===== config.mk =====
export PLATFORM = sky130hd
export DESIGN_NAME = iomem_mem_bridge
export DESIGN_NICKNAME = d
export VERILOG_FILES = /design/src/rtl/iomem_mem_bridge.sv
export SDC_FILE = /design/constraint.sdc
export NUM_CORES = 1
export LEC_CHECK = 0
export ABC_AREA = 1
export BUFFER_PORTS_ARGS = -buffer_cell sky130_fd_sc_hd__clkbuf_2
export CORE_AREA = 5 5 184 186
export DETAILED_ROUTE_END_ITERATION = 10
export DIE_AREA = 0 0 189 191
export PLACE_DENSITY = 0.83
export SYNTH_ARGS = -nofsm -noshare
export SYNTH_HDL_FRONTEND = slang
export SYNTH_SLANG_ARGS = --single-unit

===== constraint.sdc =====
create_clock -name clk_i -period 2.84 [get_ports clk_i]
set_input_delay 0.284 -clock clk_i [delete_from_list [all_inputs] [get_ports clk_i]]
set_output_delay 0.284 -clock clk_i [all_outputs]
set_load 0.01 [all_outputs]

===== src/rtl/iomem_mem_bridge.sv =====
// Slave-side iomem bridge: decodes requests to main RAM (fixed-latency handshake),
// a memory-mapped 64-bit timer with compare interrupt, or unmapped space (timeout error).
module iomem_mem_bridge #(
    parameter logic [31:0] RAM_BASE       = 32'h4000_0000,
    parameter logic [31:0] RAM_MASK       = 32'h000F_FFFF,
    parameter int          RAM_ADDR_W     = 17,
    parameter int          RAM_LATENCY    = 16,
    parameter logic [31:0] TIMER_BASE     = 32'h3000_0000,
    parameter int          TIMER_DIV      = 1,
    parameter int          TIMEOUT_CYCLES = 8,
    parameter logic [31:0] ERR_RDATA      = 32'hDEAD_BEEF
) (
    input  logic                  clk_i,
    input  logic                  rst_i,
    input  logic                  iomem_valid_i,
    output logic                  iomem_ready_o,
    input  logic [3:0]            iomem_wstrb_i,
    input  logic [31:0]           iomem_addr_i,
    input  logic [31:0]           iomem_wdata_i,
    output logic [31:0]           iomem_rdata_o,
    output logic                  ram_req_o,
    output logic [3:0]            ram_we_o,
    output logic [RAM_ADDR_W-1:0] ram_addr_o,
    output logic [31:0]           ram_wdata_o,
    input  logic [31:0]           ram_rdata_i,
    output logic                  timer_irq_o,
    output logic                  bus_err_o
);

    localparam int CNT_MAX = (RAM_LATENCY > TIMEOUT_CYCLES) ? RAM_LATENCY : TIMEOUT_CYCLES;
    localparam int CW      = $clog2(CNT_MAX + 1);
    localparam int PW      = (TIMER_DIV > 1) ? $clog2(TIMER_DIV) : 1;

    typedef enum logic [2:0] {IDLE, RAM_WAIT, ERR_WAIT, RESP, GAP} state_t;

    state_t          state, state_nx;
    logic [CW-1:0]   cnt, cnt_nx;
    logic [3:0]      we_q;
    logic            err_q;
    logic [63:0]     mtime, mtime_nx, mtimecmp, mtimecmp_nx;
    logic [31:0]     hi_snap, timer_rdata;
    logic [PW-1:0]   presc;
    logic            ram_hit, timer_hit, accept, tick, timer_wr, timer_rd;

    function automatic logic [31:0] merge(input logic [31:0] old, input logic [31:0] wd,
                                          input logic [3:0] be);
        logic [31:0] r;
        r = old;
        for (int b = 0; b < 4; b++)
            if (be[b]) r[b*8 +: 8] = wd[b*8 +: 8];
        return r;
    endfunction

    assign ram_hit   = (iomem_addr_i & ~RAM_MASK) == RAM_BASE;
    assign timer_hit = !ram_hit && (iomem_addr_i[31:4] == TIMER_BASE[31:4]);
    assign accept    = (state == IDLE) && iomem_valid_i;
    assign timer_wr  = accept && timer_hit && (iomem_wstrb_i != 4'b0);
    assign timer_rd  = accept && timer_hit && (iomem_wstrb_i == 4'b0);
    assign tick      = (presc == PW'(TIMER_DIV - 1));

    assign iomem_ready_o = (state == RESP);
    assign bus_err_o     = (state == RESP) && err_q;
    assign ram_we_o      = ram_req_o ? we_q : 4'b0;

    always_comb begin
        state_nx = state;
        cnt_nx   = cnt;
        case (state)
            IDLE: if (iomem_valid_i) begin
                if (ram_hit) begin
                    state_nx = RAM_WAIT;
                    cnt_nx   = CW'(RAM_LATENCY - 1);
                end else if (timer_hit) begin
                    state_nx = RESP;
                end else begin
                    state_nx = ERR_WAIT;
                    cnt_nx   = CW'(TIMEOUT_CYCLES - 2);
                end
            end
            RAM_WAIT, ERR_WAIT: begin
                if (cnt == '0) state_nx = RESP;
                else           cnt_nx   = cnt - 1'b1;
            end
            RESP:    state_nx = GAP;
            GAP:     state_nx = IDLE;
            default: state_nx = IDLE;
        endcase
    end

    always_comb begin
        timer_rdata = 32'h0;
        case (iomem_addr_i[3:0])
            4'h0:    timer_rdata = mtime[31:0];
            4'h4:    timer_rdata = hi_snap;
            4'h8:    timer_rdata = mtimecmp[31:0];
            4'hC:    timer_rdata = mtimecmp[63:32];
            default: timer_rdata = 32'h0;
        endcase
    end

    // A write to mtime suppresses that cycle's increment entirely.
    always_comb begin
        mtime_nx    = tick ? mtime + 64'd1 : mtime;
        mtimecmp_nx = mtimecmp;
        if (timer_wr) begin
            case (iomem_addr_i[3:0])
                4'h0:    mtime_nx    = {mtime[63:32], merge(mtime[31:0], iomem_wdata_i, iomem_wstrb_i)};
                4'h4:    mtime_nx    = {merge(mtime[63:32], iomem_wdata_i, iomem_wstrb_i), mtime[31:0]};
                4'h8:    mtimecmp_nx = {mtimecmp[63:32], merge(mtimecmp[31:0], iomem_wdata_i, iomem_wstrb_i)};
                4'hC:    mtimecmp_nx = {merge(mtimecmp[63:32], iomem_wdata_i, iomem_wstrb_i), mtimecmp[31:0]};
                default: ;
            endcase
        end
    end

    always_ff @(posedge clk_i) begin
        if (rst_i) begin
            state         <= IDLE;
            cnt           <= '0;
        end else begin
            state         <= state_nx;
            cnt           <= cnt_nx;
        end
    end

    always_ff @(posedge clk_i) begin
        if (rst_i) begin
            iomem_rdata_o <= 32'h0;
            err_q         <= 1'b0;
            ram_req_o     <= 1'b0;
            we_q          <= 4'b0;
            ram_addr_o    <= '0;
            ram_wdata_o   <= 32'h0;
        end else begin
            ram_req_o <= accept && ram_hit;
            if (accept) begin
                err_q <= 1'b0;
                if (ram_hit) begin
                    we_q        <= iomem_wstrb_i;
                    ram_addr_o  <= iomem_addr_i[RAM_ADDR_W+1:2];
                    ram_wdata_o <= iomem_wdata_i;
                end else if (timer_hit) begin
                    iomem_rdata_o <= timer_rdata;
                end
            end
            if (cnt == '0) begin
                if (state == RAM_WAIT) iomem_rdata_o <= ram_rdata_i;
                if (state == ERR_WAIT) begin
                    iomem_rdata_o <= ERR_RDATA;
                    err_q         <= 1'b1;
                end
            end
        end
    end

    always_ff @(posedge clk_i) begin
        if (rst_i) begin
            mtime       <= 64'h0;
            mtimecmp    <= '1;
            presc       <= '0;
            hi_snap     <= 32'h0;
            timer_irq_o <= 1'b0;
        end else begin
            mtime       <= mtime_nx;
            mtimecmp    <= mtimecmp_nx;
            presc       <= tick ? '0 : presc + 1'b1;
            timer_irq_o <= (mtime_nx >= mtimecmp_nx);
            if (timer_rd && iomem_addr_i[3:0] == 4'h0) hi_snap <= mtime[63:32];
        end
    end

endmodule


# ---- After elaboration in Yosys (flattened, before gate mapping)
# Cells that the tools add are included.
dict set report classes {
  addsub 3
  magnitude_cmp 1
  n_eq_ne 12
  muxes 42
  bitwise_logic 1
  n_reduce_logical 20
}
# operator n
set op_table {}
lappend op_table {{$pmux W64 S2} 2}
lappend op_table {{$mux W32} 6}
lappend op_table {{$mux W64} 3}
lappend op_table {{$mux W8} 16}
lappend op_table {{$pmux W32 S4} 1}
lappend op_table {{$add A64 B1 Y64 const B} 1}
lappend op_table {{$ge A64 B64 Y1} 1}
lappend op_table {{$eq A28 B26 Y1 const B} 1}
lappend op_table {{$mux W5} 4}
lappend op_table {{$eq A12 B11 Y1 const B} 1}
lappend op_table {{$pmux W5 S2} 1}
lappend op_table {{$pmux W3 S3} 1}
lappend op_table {{$eq A4 B4 Y1 const B} 2}
lappend op_table {{$logic_and A1 B1 Y1} 8}
lappend op_table {{$logic_not A4 Y1} 2}
lappend op_table {{$eq A3 B2 Y1 const B} 2}
lappend op_table {{$mux W3} 2}
lappend op_table {{$ne A2 B2 Y1 const B} 3}
lappend op_table {{$logic_not A5 Y1} 1}
lappend op_table {{$sub A5 B1 Y5 const B} 1}
lappend op_table {{$eq A4 B3 Y1 const B} 1}
lappend op_table {{$mux W1} 4}
lappend op_table {{$mux W4} 1}
lappend op_table {{$reduce_and A2 Y1} 2}
lappend op_table {{11 further kinds} 12}
dict set report word_totals {
  ff_bits 257
  in_bits 103
  output_inout_bits 89
  elab_cells 92
}

# ---- Logic depth before layout (Yosys ltp)
# Gate-level depths: netlist of run 1.
dict set report depth {
  word_depth 9
  depth_mapped 27
  mapped_depth_nobuf 26
}

# ---- Worst setup path before layout of run 1
# No wires, ideal clock.
dict set report synth_timing {
  path_type {register to register}
  startpoint {reg mtime[0]}
  endpoint {reg timer_irq_o}
  setup_ps 57
  t_arrival_ps 2600
  t_required_ps 2783
  slack_ps 184
  path_stages_with_launch 23
  n_path_buf 0
  synth_period_minus_slack_ps 2656
  path_cell_list {dfxtp_1 ha_1 nand2_1 nor2_2 nand2_2 nor2_8 nand3_2 inv_2 nand2_1 nand2_1 nand3_1 nand2_1 inv_1 ha_1 nand2_1 nor2_1 nand3_1 nor3_1 and3b_1 nand2_1 nand3_1 nand2_1 inv_1}
}
dict set report synth_between {
  elab_chain_cells 5
  word_cells_on_any_way 6
  classes_between {add/sub (1); order compare (1); mux (4)}
}
# item line_no
set synth_lines {}
lappend synth_lines {{from (decl)} 40} ;# logic [63:0] mtime, mtime_nx, mtimecmp, mtimecmp_nx;
lappend synth_lines {{from (signal assigned)} 164} ;# mtime <= mtime_nx;
lappend synth_lines {{$add A64 B1 Y64 *} 103} ;# mtime_nx = tick ? mtime + 64'd1 : mtime;
lappend synth_lines {{$mux W64 *} 103}
lappend synth_lines {{$pmux W64 S2} 106} ;# case (iomem_addr_i[3:0])
lappend synth_lines {{$mux W64 *} 105} ;# if (timer_wr) begin
lappend synth_lines {{named net mtime_nx[54]} 40}
lappend synth_lines {{$ge A64 B64 Y1 *} 167} ;# timer_irq_o <= (mtime_nx >= mtimecmp_nx);
lappend synth_lines {{to (signal assigned)} 167}
lappend synth_lines {{to (decl)} 26} ;# output logic timer_irq_o,
# Mark *: on every way through the listed nets, which the timed path passes. The rest lies on a longest branch.
# A chain may end at the register's enable or synchronous reset.

# ---- Final worst setup path of run 1
# Same ends and word-level chain as after synthesis.

==> results of run 1 <==
-- registers in the layout (all words and copies together) (netlist names), 3 cells and up --
| register | count |
|---|---|
| mtime | 64 |
| mtimecmp | 64 |
| hi_snap | 32 |
| iomem_rdata_o | 32 |
| ram_wdata_o | 32 |
| ram_addr_o | 17 |
| cnt | 5 |
| we_q | 4 |
| state | 3 |
-- power by group through the flow --
stage / Combinational [uW] / Clock (uW) / Sequential, uW
floorplan: 964 / 0 / 4050
global placement: 1750 / 0 / 3990
detailed placement: 1810 / 0 / 3990
CTS: 2070 / 4350 / 3920
global route: 2370 / 4530 / 3950
finish: 2240 / 4380 / 3930
-- worst paths after layout --
check	endpoint	slack (ns)	depth (start not counted)
max	timer_irq_o	-0.22	21
min	ram_wdata_o[27]	0.002	3
max reg2reg	timer_irq_o	-0.22	21
min reg2reg	cnt[4]	0.45	2
-- cells in the mapped netlist (3+ instances only) --
library cell	count
buf_1	9
a31oi_1	7
nor2_1	298
nand4_1	44
buf_2	56
nor2_4	7
nor4_1	4
ha_1	66
dfxtp_1	257
or2_1	6
nand3_2	3
o31ai_1	21
a21oi_1	194
o221ai_1	6
nor3_2	3
nand2_1	692
nand3_1	154
inv_2	15
o211ai_1	75
buf_4	6
a22oi_1	20
a21oi_2	23
inv_1	234
or2_2	11
nor3_1	28
buf_6	3
o21a_1	7
o22ai_1	35
nand2_2	3
o21ai_1	55
a211oi_1	3
o21ai_0	156
o2111ai_1	14
xor2_1	31
and2_1	10
nor2_2	7
clkbuf_1	87
-- routing by layer --
metal | GRT usage, % | routed length [um] | vias to the layer above
li1 | - | - | 10080
met3 | 9.441 | 9411 | 472
met2 | 68.60 | 35890 | 1677
met1 | 50.73 | 28920 | 10310
met5 | 0 | 0 | -
met4 | 32.32 | 7952 | 0
-- layout make-up --
type	count	area, um2	area share, %
Antenna cell	1	2.502	0.01042
Clock buffer	40	858.3	3.574
Clock inverter	16	254.0	1.058
Sequential cell	257	5194	21.63
Multi-Input combinational cell	2006	10970	45.69
Tap cell	408	510.5	2.126
Inverter	250	952.2	3.965
Timing Repair Buffer	700	5273	21.95
-- worst min-delay path: stages --
cell	delay [ns]
clkbuf_2	0.10
nand3_1	0.07
a21oi_1	0.06
-- what timing repair did --
item,in CTS,in global routing
gates resized for setup,107,148
setup buffers,58,23
cloned,0,2
pin swaps,52,53
hold buffers,17,0
hold endpoints to repair,17,0
endpoints found under the setup margin,1,7
-- stage by stage --
step / setup TNS [ns] / hold slack, ns
2_1_floorplan: 0 / 0.4170
3_3_place_gp: -0.6885 / 0.4246
3_5_place_dp: -0.7038 / 0.4410
4_1_cts: -0.1418 / 0.00002859
5_1_grt: -0.5111 / 0.002342
6_report: -0.2703 / 0.001645
-- layout by cell type, fill, tap and decap left out, drive strengths merged, types with 2 or more instances in the layout --
cell         Yosys  routed
bufinv           0       6
ha              66      66
xor2            31      31
a21oi          217     217
o221ai           6       6
buf             74     492
o21a             7       7
nor2           313     313
nand3b           2       2
a21o             2       2
nor4             4       4
a31oi            7       7
and3b            2       2
nand2          696     696
clkinv           1       8
o31ai           21      21
o2111ai         14      14
inv            249     250
a32oi            2       2
nand3          157     157
dfxtp          257     257
and2            10      10
xnor2            2       2
o22ai           35      35
or2             17      17
dlygate4sd3      0      17
a22oi           20      20
clkbuf          88     231
nand4           46      46
o211a            2       2
o211ai          75      75
clkinvlp         0       2
o21ai          212     213
a211oi           3       3
nor3            32      32
-- cell families (layout without fill, tap and decap cells) --
kind of cell	Yosys count	after routing	share of synthesized area, %
fa+ha+maj	66	66	4.848
other cells	1	2	0.02202
flops	257	257	30.20
compound gates	624	625	21.62
xor+xnor	33	33	1.697
simple gates	1281	1281	31.85
buf+inv	412	1006	9.762
==> results.md, run 1 <==
* Ranking of synthesized cells by area: dfxtp_1, nand2_1, nor2_1, a21oi_1, inv_1
* Final Cycle Share at 107.6%
* Max Cap Viol at 0
* Final HPWL DP at 60800 um
* Number of synthesis warnings at 0
* Failing checks: setup timing
* Placed inst area at around 21000 um2
* CP Cell Sequence: inv_1, nor2_2, nand2_2, nor2_4, buf_4, buf_4, buf_4, nand2_2, buf_4, xor2_1, nand2_1, o21ai_1, ha_1, nand2_1, nor2_2, nand4_1, and3b_1, nand2_1, nand3_1, nand2_1, inv_1
* Core Footprint at 32120 um2
* Iter 0 DRT Violations at 3064
* Die H at 191 um
* CTS tree: yes
* Final Core Density at 74.76%
* Finished Layout Cells at 3678
* Die footprint at 36100 um2
* Fmax at 327.2 MHz
* Fin crit period at a little over 3 ns
* Status: complete, but fails checks
* Pwr Density at 439.6 nW/um2
* Register area share after synthesis at 30.20%
* Crit Path Category: reg2reg
* Setup ws final at -0.2158 ns
* Number of flops mapped to enable cells by yosys at 0
* Critical path's largest stage delay at 0.37 ns
* Flop pwr share at a little under two fifths
* Reg-to-Reg Start: mtime[0]
* RSZ-0062 raised after global routing: true
* Max-Slew Margin vs Limit at between 40% and 50%
* Worst hold start: iomem_wdata_i[27]
* Net Switching at 3206 uW
* Pre-antenna DRT Iters at 11
* Overall power at between 10000 and 15000 uW
* Clock power frac at 41.5%
* Fin area at 24020 um2
* Hold Fails Final Rpt at 0
* Cell count after synthesis at 2674
* Async S/R FF share, synth at 0%
* Layout cells sized above 1 at 30.90%
* VDD IR-drop max at ~0.54 mV
* Routed Antenna Nets at 0
* Buffers on Ports at 191
* HP Class: in2reg
* Flops & latches, synth at 257
* Clock skew at roughly 0.021 ns
* Most used DFF post-synth: dfxtp_1
* Initial antenna violation count at 2
* CTS buffer count at 30
* Worst slew pin tran at 0.8014 ns
* Slew Limit Fails at 0
* Drc violations at 0
* Internal at approximately 7400 uW
* # fillers at 2503
* Combinational power share at 21.3%
* Clock sink total at 257
* Worst Setup SP: mtime[0]
* First-pass GRT wire length at 121400 um
* Slowest CP cell: dfxtp_4
* Post-Place Cells at approximately 3.5k
* P&R area growth vs syn at 40.99%
* Dpl ws at -0.7038 ns
* Worst Setup Start Kind: flip-flop
* Drt wl/cell at 22.34 um
* Number of global-route vias before repair at around 21k
* Number of I/O pins at 192
* Core Rows at 66
* GPL Wtd Cong at 1.122
* Chip Width at 189 um
* Synth unique cells at 55
* Share of the synthesized area in the top cell type at a little under a third
* H-tree depth at 1
* Mapped Nets at 2843
* DR vias at 22.53k
* WL final at 82170 um
* Pleak at 0.01146 uW
* Post-synthesis cell area at around 17000 um2
* Final Net Count at 3414
* Max Root-Sink Buffers at 3
* Pin count of the biggest net entering global routing at 60
* CP required at around 3.4 ns
* Post-synth top area cell: dfxtp_1
* Root buf cell: clkbuf_16
* Switch share at just over 30%
* Via density at 6.126
* Total GRT Usage at between 40% and 50%
* Clk_lat worst skew at 0.58 ns
* Final setup violating endpoints at 2
* Gr ovfl total at 0
* Crit-path max FO at 3
* Syn avg cell area at 6.370 um2
* CP Capture Type: flip-flop
* Clk pin slew, worst setup/hold paths at ~0.060 ns
* Largest delay share family, worst path: simple AND/OR/NAND/NOR gates
* WP data arrival at around 3.6 ns
* Initial core utilization at 53.03%
* WP buf/inv at 6
No activity file was read; power rests on OpenSTA's default activity.
==> inputs of run 2 (changes only) <==
--- a/config.mk
+++ b/config.mk
@@ -7,9 +7,12 @@
 export LEC_CHECK = 0
 export ABC_AREA = 1
 export BUFFER_PORTS_ARGS = -buffer_cell sky130_fd_sc_hd__clkbuf_2
-export CORE_AREA = 5 5 184 186
+export CELL_PAD_IN_SITES_DETAIL_PLACEMENT = 0
+export CELL_PAD_IN_SITES_GLOBAL_PLACEMENT = 1
+export CORE_AREA = 5 5 218 220
 export DETAILED_ROUTE_END_ITERATION = 10
-export DIE_AREA = 0 0 189 191
+export DIE_AREA = 0 0 223 225
+export MAX_ROUTING_LAYER = met4
 export PLACE_DENSITY = 0.83
 export SYNTH_ARGS = -nofsm -noshare
 export SYNTH_HDL_FRONTEND = slang
==> run 2 against run 1 <==
Against the previous run:
- utilization decreased by 19 points
- highest routed layer unchanged
- setup slack improved by 0.043 ns
- largest cell class unchanged
- first-iteration DRC count decreased by 31%
- hold slack improved by 0.016 ns
- clock skew decreased by 0.0061 ns
- wire length increased by 4.5%
- clock power about the same
- the flow still finishes with violations (setup timing)
- final area increased by 3.9%
==> results.md, run 2 (synthesis gave the netlist of run 1 again) <==
* Clk pin slew, worst setup/hold paths at 0.06 ns (about the same)
* DR vias at 21.45k (-4.8%)
* RSZ-0062 raised after global routing: true
* Die footprint at 50180 um2 (+39%)
* Pwr Density at 410.3 nW/um2 (-6.7%)
* Die H at 225 um (+18%)
* Drc violations at 0 (unchanged)
* Worst slew pin tran at 1.080 ns (+0.2784 ns)
* Final Cycle Share at 106.1% (-1.5 points)
* Hold Fails Final Rpt at 0 (unchanged)
* Fin crit period at 3.013 ns (-0.04275 ns)
* CP required at 3.33 ns (-0.04 ns)
* Worst Setup Start Kind: flip-flop
* WP data arrival at 3.51 ns (-0.08 ns)
* Via density at 5.504 (-10%)
* Number of global-route vias before repair at 20.43k (-3.7%)
* Buffers on Ports at 191 (unchanged)
* Final HPWL DP at 64480 um (+6.0%)
* Pin count of the biggest net entering global routing at 83 (+38%)
* First-pass GRT wire length at 124000 um (+2.2%)
* Post-Place Cells at 3775 (+7.2%)
* Clock sink total at 257 (unchanged)
* Accumulated negative setup slack at -0.1731 ns (+0.09728 ns)
* VDD IR-drop max at 0.3168 mV (-41%)
* Iter 0 DRT Violations at 2113 (-31%)
* Slew Limit Fails at 0 (unchanged)
* GPL Wtd Cong at 1.046 (-6.8%)
* Setup ws final at -0.1731 ns (+0.04275 ns)
* Hold WS at 0.01719 ns (+0.01555 ns)
* HP Class: in2reg
* CTS tree: yes
* CTS buffer count at 34 (+13%)
* Most frequent cells in the layout: nand2_1, buf_4, nor2_1
* Commonest non-fill, non-tap cell in the layout: nand2_1
* CP Capture Type: flip-flop
* H-tree depth at 2 (+1)
* WL final at 85860 um (+4.5%)
* Initial antenna violation count at 2 (unchanged)
* Final setup violating endpoints at 1 (-1)
* Max Cap Viol at 0 (unchanged)
* Number of I/O pins at 192 (unchanged)
* Final Net Count at 3443 (+0.85%)
* Failing checks: setup timing
* Fmax at 331.9 MHz (+1.4%)
* Initial core utilization at 37.78% (-15 points)
* Chip Width at 223 um (+18%)
* Crit Path Category: reg2reg
* Max Root-Sink Buffers at 3 (unchanged)
* Status: complete, but fails checks
* Clock skew at 0.01482 ns (-0.006112 ns)
* Layout cells sized above 1 at 33.31% (+2.4 points)
* Root buf cell: clkbuf_16
* Overall power at 10240 uW (-3.0%)
* Gr ovfl total at 0 (unchanged)
* Finished Layout Cells at 3897 (+6.0%)
* Max-Slew Margin vs Limit at 28.01% (-18 points)
* Core Footprint at 45090 um2 (+40%)
* Placed inst area at 21900 um2 (+3.1%)
* Largest registers: mtime x64, mtimecmp x64
* Clk_lat worst skew at 0.55 ns (-0.03 ns)
* Crit-path max FO at 3 (unchanged)
* Drt wl/cell at 22.03 um (-1.4%)
* # fillers at 4470 (+79%)
* Total GRT Usage at 32.85% (-10 points)
* Fin area at 24960 um2 (+3.9%)
* Pre-antenna DRT Iters at 6 (-5)
* Routed Antenna Nets at 0 (unchanged)
* Pleak at 0.01172 uW (+2.3%)
* P&R area growth vs syn at 46.52%
* Core Rows at 78 (+18%)
==> run 2: cell types whose count changed in the layout (fill, tap and decap cells not counted), moves of 7 or more <==
cell / previous run / this run
buf_4: 442 / 468
clkbuf_16: 31 / 40
dlygate4sd3_1: 17 / 6
ha_1: 59 / 46
ha_4: 7 / 20
nand2_1: 640 / 626
nand2_2: 48 / 56
nand3_1: 137 / 145
nand3_2: 15 / 8
nor2_1: 249 / 237
nor2_2: 38 / 45
==> run 2: layout make-up <==
cell class	count	area, um2	share of cell area, %
clock buffers	45	953.4	3.820
inverters	250	964.7	3.865
diodes	1	2.502	0.01003
well taps	600	750.7	3.008
multi-input cells	2005	11330	45.39
repair buffers	726	5619	22.51
clock inverters	13	130.1	0.5214
flip-flops and latches	257	5209	20.87
==> run 2: path summary, 6_finish.rpt <==
kind | startpoint | to | slack (ns) | cells past startpoint
min | ram_rdata_i[27] | iomem_rdata_o[27] | 0.02 | 3
min reg2reg | cnt[4] | cnt[4] | 0.44 | 2
max reg2reg | mtime[24] | timer_irq_o | -0.17 | 22
max | mtime[24] | timer_irq_o | -0.17 | 22
==> run 2: metrics by stage <==
stage	util, %	setup slack [ns]
after floorplan	-	0.1836
after global placement	48.57	-0.5633
after detailed placement	48.57	-0.5146
after CTS	52.29	-0.1462
after global routing	55.35	-0.2880
final	55.35	-0.1731
==> run 2: repair_timing <==
item                                    CTS  global route
setup buffers                            16            33
hold buffers                              6             0
endpoints found under the hold margin     6             0
endpoints found under the setup margin    1             1
pin swaps                                32           108
gates resized for setup                  96           246
cloned                                    2             6
==> run 2: layer usage <==
| layer | vias up | GRT usage (%) | part of all wire (%) |
|---|---|---|---|
| met4 | 0 | 20.04 | 7.7 |
| met3 | 277 | 4.103 | 7.3 |
| met2 | 1011 | 51.90 | 45 |
| met1 | 10040 | 40.14 | 40 |
| li1 | 10120 | - | - |
| met5 | - | - | 0 |
==> run 2: power by group <==
| part | total (uW) | internal [uW] | switching (uW) |
|---|---|---|---|
| combinational | 1950 | 715 | 1230 |
| sequential | 3930 | 3800 | 126 |
| clock | 4370 | 2550 | 1820 |
| total | 10200 | 7070 | 3170 |
==> run 2: worst max-delay path, cell delays in order, from the launching register on <==
cell     delay, ns
dfxtp_2       0.36
nand2_2       0.07
nor2_1        0.08
buf_4         0.16
inv_1         0.05
nor2_2        0.15
nand2_2       0.08
nor2_4        0.22
buf_6         0.14
nand2_2       0.05
xor2_1        0.14
nand2_1       0.08
nand2_2       0.09
inv_2         0.05
ha_4          0.26
nand2_2       0.06
nor2_2        0.12
nand4_1       0.23
and3b_1       0.30
nand2_1       0.06
nand3_1       0.07
nand2_1       0.05
inv_1         0.08
